## src/rtl/load_store_unit.sv

```systemverilog
//------------------------------------------------------------------------------
// load_store_unit: single-outstanding RV32 load/store unit with byte lanes
// Rev 1.0
//------------------------------------------------------------------------------
`default_nettype none
`timescale 1ns/1ps

module load_store_unit (
  input  logic        clk,
  input  logic        reset,
  input  logic        in_valid,
  output logic        in_ready,
  input  logic [31:0] in_addr,
  input  logic [31:0] in_wdata,
  input  logic [31:0] in_inst,
  output logic        out_valid,
  output logic [31:0] out_data,
  output logic        out_err,
  output logic        mem_req,
  output logic        mem_we,
  output logic [31:0] mem_addr,
  output logic [31:0] mem_wdata,
  output logic [3:0]  mem_wmask,
  input  logic        mem_ack,
  input  logic [31:0] mem_rdata
);

  localparam logic [6:0] c_op_load  = 7'b0000011;
  localparam logic [6:0] c_op_store = 7'b0100011;

  localparam logic [1:0] c_idle   = 2'd0;
  localparam logic [1:0] c_access = 2'd1;
  localparam logic [1:0] c_done   = 2'd2;

  logic [1:0]  r_state;
  logic [1:0]  w_next;

  logic [29:0] r_word;
  logic [1:0]  r_offset;
  logic [2:0]  r_func3;
  logic        r_we;
  logic [31:0] r_wdata;
  logic [3:0]  r_wmask;
  logic [31:0] r_data;
  logic        r_err;

  logic [6:0]  w_opcode;
  logic [2:0]  w_func3;
  logic        w_is_load;
  logic        w_is_store;
  logic        w_misaligned;
  logic        w_legal;
  logic        w_accept;
  logic [3:0]  w_wmask;
  logic [31:0] w_wdata;
  logic [31:0] w_shifted;
  logic [31:0] w_load_data;
  logic        w_unused_inst;

  assign w_opcode      = in_inst[6:0];
  assign w_func3       = in_inst[14:12];
  assign w_unused_inst = ^{in_inst[31:15], in_inst[11:7]};
  assign w_accept      = in_valid && (r_state == c_idle);

  always_comb begin
    w_is_load  = (w_opcode == c_op_load) &&
                 ((w_func3 == 3'b000) || (w_func3 == 3'b001) || (w_func3 == 3'b010) ||
                  (w_func3 == 3'b100) || (w_func3 == 3'b101));
    w_is_store = (w_opcode == c_op_store) && !w_func3[2] && (w_func3[1:0] != 2'b11);
    w_misaligned = ((w_func3[1:0] == 2'b01) && in_addr[0]) ||
                   ((w_func3[1:0] == 2'b10) && (in_addr[1:0] != 2'b00));
    w_legal = (w_is_load || w_is_store) && !w_misaligned;
  end

  // Replicate store data across all lanes so the mask alone selects bytes.
  always_comb begin
    w_wmask = 4'b1111;
    w_wdata = in_wdata;
    case (w_func3[1:0])
      2'b00: begin
        w_wmask = 4'b0001 << in_addr[1:0];
        w_wdata = {4{in_wdata[7:0]}};
      end
      2'b01: begin
        w_wmask = in_addr[1] ? 4'b1100 : 4'b0011;
        w_wdata = {2{in_wdata[15:0]}};
      end
      default: begin
        w_wmask = 4'b1111;
        w_wdata = in_wdata;
      end
    endcase
  end

  assign w_shifted = mem_rdata >> {r_offset, 3'b000};

  always_comb begin
    w_load_data = w_shifted;
    case (r_func3)
      3'b000:  w_load_data = {{24{w_shifted[7]}},  w_shifted[7:0]};
      3'b001:  w_load_data = {{16{w_shifted[15]}}, w_shifted[15:0]};
      3'b100:  w_load_data = {24'd0, w_shifted[7:0]};
      3'b101:  w_load_data = {16'd0, w_shifted[15:0]};
      default: w_load_data = w_shifted;
    endcase
  end

  always_ff @(posedge clk) begin
    if (reset) begin
      r_state <= c_idle;
    end else begin
      r_state <= w_next;
    end
  end

  always_comb begin
    w_next = r_state;
    case (r_state)
      c_idle:   if (in_valid) w_next = w_legal ? c_access : c_done;
      c_access: if (mem_ack) w_next = c_done;
      c_done:   w_next = c_idle;
      default:  w_next = c_idle;
    endcase
  end

  always_ff @(posedge clk) begin
    if (reset) begin
      r_word   <= 30'd0;
      r_offset <= 2'd0;
      r_func3  <= 3'd0;
      r_we     <= 1'b0;
      r_wdata  <= 32'd0;
      r_wmask  <= 4'd0;
      r_data   <= 32'd0;
      r_err    <= 1'b0;
    end else if (w_accept) begin
      r_word   <= in_addr[31:2];
      r_offset <= in_addr[1:0];
      r_func3  <= w_func3;
      r_we     <= w_is_store;
      r_wdata  <= w_wdata;
      r_wmask  <= w_is_store ? w_wmask : 4'b0000;
      r_data   <= 32'd0;
      r_err    <= !w_legal;
    end else if ((r_state == c_access) && mem_ack) begin
      r_data   <= r_we ? 32'd0 : w_load_data;
      r_err    <= 1'b0;
    end
  end

  // Bus fields are forced to zero outside ACCESS so idle/reset state is clean.
  always_comb begin
    in_ready  = (r_state == c_idle);
    mem_req   = (r_state == c_access);
    mem_we    = (r_state == c_access) && r_we;
    mem_addr  = (r_state == c_access) ? {r_word, 2'b00} : 32'd0;
    mem_wdata = (r_state == c_access) ? r_wdata : 32'd0;
    mem_wmask = (r_state == c_access) ? r_wmask : 4'b0000;
    out_valid = (r_state == c_done);
    out_data  = (r_state == c_done) ? r_data : 32'd0;
    out_err   = (r_state == c_done) && r_err;
  end

endmodule

`default_nettype wire

```

## config.mk

```make
export PLATFORM = sky130hd
export DESIGN_NAME = load_store_unit
export DESIGN_NICKNAME = d
export VERILOG_FILES = /design/src/rtl/load_store_unit.sv
export SDC_FILE = /design/constraint.sdc
export NUM_CORES = 1
export LEC_CHECK = 0
export ABC_AREA = 1
export CAP_MARGIN = 20
export CORE_MARGIN = 4
export CORE_UTILIZATION = 25
export CTS_BUF_LIST = sky130_fd_sc_hd__clkbuf_8
export DETAILED_ROUTE_END_ITERATION = 10
export SLEW_MARGIN = 20
export SYNTH_ARGS = -nofsm -noshare
export SYNTH_HDL_FRONTEND = slang
export SYNTH_SLANG_ARGS = --single-unit
export TNS_END_PERCENT = 10
```

## constraint.sdc

```tcl
create_clock -name clk -period 4.05 [get_ports clk]
set_input_delay 0.81 -clock clk [delete_from_list [all_inputs] [get_ports clk]]
set_output_delay 0.81 -clock clk [all_outputs]
set_load 0.01 [all_outputs]
```

After elaboration in Yosys (flattened, before gate mapping)
Index checks and enable logic that the tools add are counted.

word-level totals
  register bits = 107
  bits of input ports = 132
  output and inout bits = 105
  logic and storage cells = 70

operators by class
  equality and inequality tests = 16
  shift-type cells = 2
  muxes and demuxes = 16
  reduce and logical (&&, ||, !) cells = 27

operators with widths
  kind                   number
  $mux W32               4
  $pmux W32 S4           1
  $pmux W32 S2           1
  $shr A32 B5 Y32        1
  $eq A3 B3 Y1 const B   4
  $mux W4                3
  $logic_and A1 B1 Y1    10
  $pmux W4 S2            1
  $eq A7 B2 Y1 const B   1
  $eq A7 B6 Y1 const B   1
  $eq A3 B1 Y1 const B   2
  $logic_not A3 Y1       2
  $logic_or A1 B1 Y1     6
  $mux W2                3
  $eq A2 B1 Y1 const B   2
  $eq A2 B2 Y1 const B   2
  $logic_not A2 Y1       2
  $ne A2 B2 Y1 const B   2
  $pmux W2 S2            1
  $reduce_bool A2 Y1     2
  $shl A1 B2 Y4 const A  1
  $eq A3 B2 Y1 const B   1
  $logic_not A1 Y1       3
  $mux W1                2
  3 further kinds        3

Longest topological paths before layout
Gate-level depths: netlist of run 1.

  depth in word-level cells = 11
  gate-level depth with buffers = 10
  depth with buffers taken out = 8

Worst setup path after synthesis of run 1
Ideal clock, no wire load.

  path kind = flip-flop to output port
  from = reg r_state[1]
  to = out out_data[10]
  arrival = 1.186 ns
  required time = 3.240 ns
  setup slack = 2.054 ns
  stages on the path, launching flop included = 6
  path buffers = 1
  path through = dfxtp_1 inv_1 nor2_1 inv_1 buf_1 nor2_1

between the ends
  word-level cells in the longest chain between the ends = 2

ends and longest elaborated chain
  what                      line  RTL
  start: declaration        35    logic [1:0] r_state;
  start signal: assignment  110   r_state <= c_idle;
  start signal: assignment  112   r_state <= w_next;
  $eq A2 B2 Y1              -
  named net out_valid       16    output logic out_valid,
  $mux W32                  160   out_data = (r_state == c_done) ? r_data : 32'd0;
  end: declaration          17    output logic [31:0] out_data,

The timed path passes the listed nets, and every way through them passes these cells.

Final worst setup path of run 1
  from = reg r_state[1]
  to = out out_data[19]

between the ends
  word-level cells in the longest chain between the ends = 2

ends and longest elaborated chain
  what          line
  $eq A2 B2 Y1  160
  $mux W32      160

Every way passes these cells.

==> flow_summary_export.csv, run 1 <==
group,metric,value,unit
grt,antenna_found_initial,0,
timing,min_period_over_period,90.0,%
flow_run,cap_violations,0,
routing,num_vias,5788,
cts,cts_htree_levels,3,
routing,ant_nets,0,
timing,relSlewSlack,37.9,%
timing,setup_ws,0.405,ns
worst_setup_path,regToRegSetupSlack,1.66,ns
floorplan,die_y,155,um
timing,setup_viol,0,
layout,regArea,2140,um2
grt,grt_pass1_vias,5650,
grt,grt_pass1_wl,29300,um
cts,cts.sinks,107,
floorplan,pin_count,237,
timing,clock.fmax,274,MHz
worst_setup_path,critical_path.max_fanout,33,
worst_setup_path,start_kind,"flop",
synthesis,syn_inst,839,
synthesis,yosys.area.top_type,"dfxtp_1",
cts,post_cts.repair.setup_buffers,0,
routing,viasPerCell,4.46,
status,outcome,"completed",
layout,fill_cells,2306,
hold_path,min_path_type,"reg2reg",
synthesis,netlist.area_leader.share,39.6,%
timing,tightestPinTransition,0.926,ns
layout,syn_to_final_growth,45.2,%
synthesis,synth.distinct_cells,32,
layout,multi_input_area,2470,um2
cts,ctsHoldBuffers,0,
placed_design,place_ws,1.13,ns
placed_design,place.gp.congestion,0.835,
layout,drive_above_1_share,4.31,%
floorplan,die_w,155,um
synthesis,synth.area.top_cells,"dfxtp_1 (40%), nand2_1 (14%), inv_1 (9.0%), nor2_1 (7.9%), a21oi_1 (5.5%)",
floorplan,fp.coreArea,21200,um2
cts,cts_root_buf,"clkbuf_8",
cts,clk_pin_slew,0.10,ns
grt,grt_use_total,15.1,%
cts,clk_latency,0.39,ns
synthesis,yosysWarnings,0,
routing,dr.pass1.iters,5,
timing,clock_skew,0.00923,ns
cts,ctsResizeCount,0,
floorplan,initial_core_util,25.5,%
timing,rsz0062_at_grt,"no",
floorplan,fp-row-count,53,
synthesis,yosysSeqAreaShare,39.6,%
synthesis,synth-seq-cells,107,
power_and_ir_drop,p_leak,2.89,nW
worst_setup_path,required,3.24,ns
synthesis,netlist_area,5400,um2
layout,fin_nets,1149,
routing,drc,0,
timing,drv_slew,0,
timing,fin_setup_tns,0,ns
layout,n_antenna_cell,0,
timing,hold_viol_final,0,
synthesis,postSynthAreaPerCell,6.44,um2
placed_design,hpwlAfterDp,13400,um
placed_design,io_buffers,212,
worst_setup_path,cp.arrival,2.83,ns
worst_setup_path,endpoint_kind,"primary output",
grt,grt_max_degree,72,
grt,overflow,0,
timing,min_period,3.64,ns
cts,cts_tree,"built",
cts,cts_made_buffers,9,
routing,first_iter_violations,307,
worst_setup_path,path_class,"reg2out",
routing,routed_wl,18500,um
routing,wl_per_cell,14.3,um
power_and_ir_drop,power_density,274,nW/um2
floorplan,dieArea,24000,um2
layout,fin_util,37.1,%
cts,cts.path.max_buffers,2,
power_and_ir_drop,vdd_ir_drop_max,0.171,mV
-- metal layers --
layer  routed length (um)  GRT usage, %  share of wire, %
met5                    0             0                 0
met4                  214          4.67               1.2
met3                 1770          5.45               9.6
met2                 8170          23.7                44
met1                 8330          19.3                45
-- stage by stage --
stage	hold WS (ns)	power [mW]	cells	instance area, um2
final	0.471	2.15	1297	7850
after global routing	0.488	2.26	1297	7850
after CTS	0.472	2.18	1297	7850
after detailed placement	0.456	1.54	1281	7670
after global placement	0.454	1.54	1281	7670
after floorplan	0.440	1.37	840	5410
-- synth_stat cells --
master	n
o21ai_1	6
dfxtp_1	107
buf_6	3
nand2_4	1
clkinv_1	5
nor4_1	1
o22ai_1	16
nand2_1	202
buf_1	3
inv_4	1
nand3_1	40
nor2_1	113
nor3_1	2
nor2_8	1
buf_2	23
o21ai_0	59
nand3_4	1
a221oi_1	8
nand4_1	1
o211ai_1	7
a21oi_2	3
conb_1	1
nand2_2	3
buf_4	4
inv_1	130
nor2_2	1
a21oi_1	59
inv_2	5
a31oi_1	8
clkbuf_1	19
nor2_4	4
nand3_2	2
-- kinds of logic after synthesis --
logic type	Yosys count	synth area share [%]
AND/OR/NAND/NOR	372	28.6
buffers and inverters	193	14.7
flip-flops	107	39.6
other	1	0.0694
AO/OA/AOI/OAI	166	17.0
-- registers in the layout (all words and copies together), names as in the netlist --
name,cells
r_data,32
r_err,1
r_func3,3
r_offset,2
r_state,2
r_wdata,32
r_we,1
r_wmask,4
r_word,30
-- critical path, stage by stage, from the launching register on --
cell	delay (ns)
dfxtp_1	0.47
inv_1	0.06
nor2_1	0.16
clkinv_1	0.75
nor2_1	0.40
clkdlybuf4s50_1	0.60
-- power breakdown --
part / leakage (nW) / internal, mW / total [mW] / switching, mW
clock: 0.0925 / 0.229 / 0.635 / 0.406
combinational: 1.92 / 0.170 / 0.386 / 0.217
sequential: 0.875 / 1.10 / 1.13 / 0.0262
-- cells in the final DEF (no fill, tap or decap), drive strengths merged --
cell type / count
o22ai: 16
inv: 137
nand2: 206
o211ai: 7
clkdlybuf4s50: 212
o21ai: 65
nor3: 2
a221oi: 8
a21oi: 62
clkinvlp: 1
nand3: 43
clkinv: 10
nor4: 1
clkbuf: 9
conb: 2
nor2: 119
a31oi: 8
nand4: 1
buf: 6
dfxtp: 107
-- worst paths after layout --
path                       end  depth (start not counted)   startpoint
setup / recovery  out_data[19]                          5   r_state[1]
hold / removal      r_data[26]                          2   r_data[26]
setup reg to reg    r_data[31]                          7  r_offset[0]
hold reg to reg     r_data[26]                          2   r_data[26]
-- layout make-up --
type | instances | area share [%]
Tap cell | 275 | 4.39
Clock inverter | 7 | 0.686
Sequential cell | 107 | 27.3
Clock buffer | 9 | 1.58
Inverter | 141 | 6.78
Timing Repair Buffer | 218 | 27.8
Multi-Input combinational cell | 540 | 31.5
Power figures use the tool's default switching activity.
==> run 2: changes to the inputs <==
==> constraint.sdc (replaced) <==
create_clock -name clk -period 4.05 [get_ports clk]
set_input_delay 0.81 -clock clk [delete_from_list [all_inputs] [get_ports clk]]
set_output_delay 0.81 -clock clk [all_outputs]
set_load 0.1 [all_outputs]
==> run 2 against run 1 <==
Effect of this change:
- hold slack worse by 0.0031 ns
- final area fell by 3.3%
- critical path depth did not move
- largest cell class unchanged
- critical endpoint is now out_data[7]
- sequential power hardly changed
==> flow_summary_export.csv, run 2 (synthesized netlist as in run 1, its figures left out) <==
group,metric,value,unit
grt,overflow,0,
hold_path,min_path_type,"reg2reg",
placed_design,io_buffers,212,
placed_design,hpwlAfterDp,13300,um
worst_setup_path,critical_path.max_fanout,33,
cts,clk_pin_slew,0.10,ns
cts,cts_root_buf,"clkbuf_8",
layout,drive_above_1_share,14.0,%
floorplan,fp.coreArea,21200,um2
timing,hold_viol_final,0,
layout,fin_util,35.9,%
power_and_ir_drop,power_density,285,nW/um2
worst_setup_path,slowest_stage,"clkinv_1",
cts,post_cts.repair.setup_buffers,0,
layout,multi_input_area,2470,um2
power_and_ir_drop,p_total,2.16,mW
worst_setup_path,endpoint_kind,"primary output",
worst_setup_path,crit_chain,"inv_1, nor2_1, clkinv_1, nor2_1, buf_4",
layout,final_cell_mix,"nand2_1 (202), inv_1 (130), nor2_1 (113)",
routing,routed_wl,18100,um
cts,clk_latency,0.40,ns
grt,grt_pass1_wl,28500,um
status,outcome,"completed",
routing,first_iter_violations,286,
worst_setup_path,cp.depth,5,
routing,viasPerCell,4.40,
grt,grt_use_total,14.7,%
cts,ctsResizeCount,0,
layout,largest_registers,"r_data (32), r_wdata (32), r_word (30)",
worst_setup_path,crit_top_cell,"nor2_1",
routing,dr.pass1.iters,5,
timing,rsz0062_at_grt,"no",
routing,num_vias,5702,
worst_setup_path,cp.arrival,2.60,ns
floorplan,initial_core_util,25.5,%
worst_setup_path,path_class,"reg2out",
routing,wl_per_cell,14.0,um
floorplan,fp-row-count,53,
routing,drc,0,
floorplan,dieArea,24000,um2
layout,fill_cells,2328,
timing,relSlewSlack,32.7,%
floorplan,die_w,155,um
timing,clock.fmax,293,MHz
timing,clock_skew,0.0187,ns
worst_setup_path,r2r_cells,7,
power_and_ir_drop,p_leak,3.09,nW
worst_setup_path,crit_end,"out_data[7]",
grt,grt_max_degree,59,
layout,regArea,2140,um2
cts,cts_made_buffers,9,
worst_setup_path,worstReg2RegStart,"r_offset[0]",
cts,cts_htree_levels,3,
worst_setup_path,slowest_delay,0.76,ns
placed_design,place.gp.congestion,0.858,
cts,ctsHoldBuffers,0,
layout,final_common_cell,"nand2_1",
grt,grt_pass1_vias,5459,
cts,cts_tree,"built",
worst_setup_path,r2r_end,"r_data[26]",
timing,min_period,3.41,ns
flow_run,cap_violations,0,
floorplan,die_y,155,um
worst_setup_path,regToRegSetupSlack,1.66,ns
layout,syn_to_final_growth,40.5,%
worst_setup_path,cp_top_family,"buffers and inverters",
cts,cts.path.max_buffers,2,
timing,tightestPinTransition,1.01,ns
power_and_ir_drop,vdd_ir_drop_max,0.144,mV
cts,cts.sinks,107,
worst_setup_path,required,3.24,ns
timing,drv_slew,0,
floorplan,pin_count,237,
routing,ant_nets,0,
worst_setup_path,cp_num_buf_inv,3,
timing,setup_viol,0,
layout,n_antenna_cell,0,
grt,antenna_found_initial,0,
worst_setup_path,worstSetupStartpoint,"r_state[1]",
timing,min_period_over_period,84.3,%
worst_setup_path,start_kind,"flop",
layout,fin_nets,1149,
-- run 2: report_power, final --
part / internal, mW / switching (mW)
sequential: 1.10 / 0.0264
combinational: 0.169 / 0.240
clock: 0.223 / 0.398
-- run 2: area by class of cell --
class	count	area share [%]
Multi-Input combinational cell	540	32.6
Sequential cell	107	28.2
Tap cell	275	4.53
Timing Repair Buffer	218	25.4
Clock buffer	9	1.63
Inverter	141	7.01
Clock inverter	7	0.610
-- run 2: worst min path at each step --
stage,from,endpoint,depth (start not counted)
after floorplan,r_wdata[23],r_wdata[23],2
after global placement,r_data[3],r_data[3],2
after detailed placement,r_data[2],r_data[2],2
after CTS,r_data[1],r_data[1],2
after global routing,r_data[4],r_data[4],2
final,r_data[26],r_data[26],2
-- run 2: metal layers --
| layer | global-route usage, % | routed length, um | vias up |
|---|---|---|---|
| li1 | - | - | 2957 |
| met1 | 19.9 | 8250 | 2541 |
| met2 | 22.6 | 7940 | 192 |
| met3 | 4.67 | 1710 | 12 |
| met4 | 4.21 | 225 | 0 |
| met5 | 0 | 0 | - |
-- run 2: stage by stage --
step,area [um2],hold WS (ns),instances,TNS (ns),worst slack (ns)
floorplan,5410,0.440,840,-11.39,-0.363
global placement,7420,0.453,1281,0,1.20
detailed placement,7420,0.457,1281,0,1.19
CTS,7590,0.473,1297,0,0.963
global route,7590,0.490,1297,0,0.440
finish,7590,0.468,1297,0,0.638
-- run 2: tightest hold or removal path, stage by stage, from the launching register on --
cell	delay (ns)
dfxtp_1	0.32
nand2_1	0.06
a21oi_1	0.05
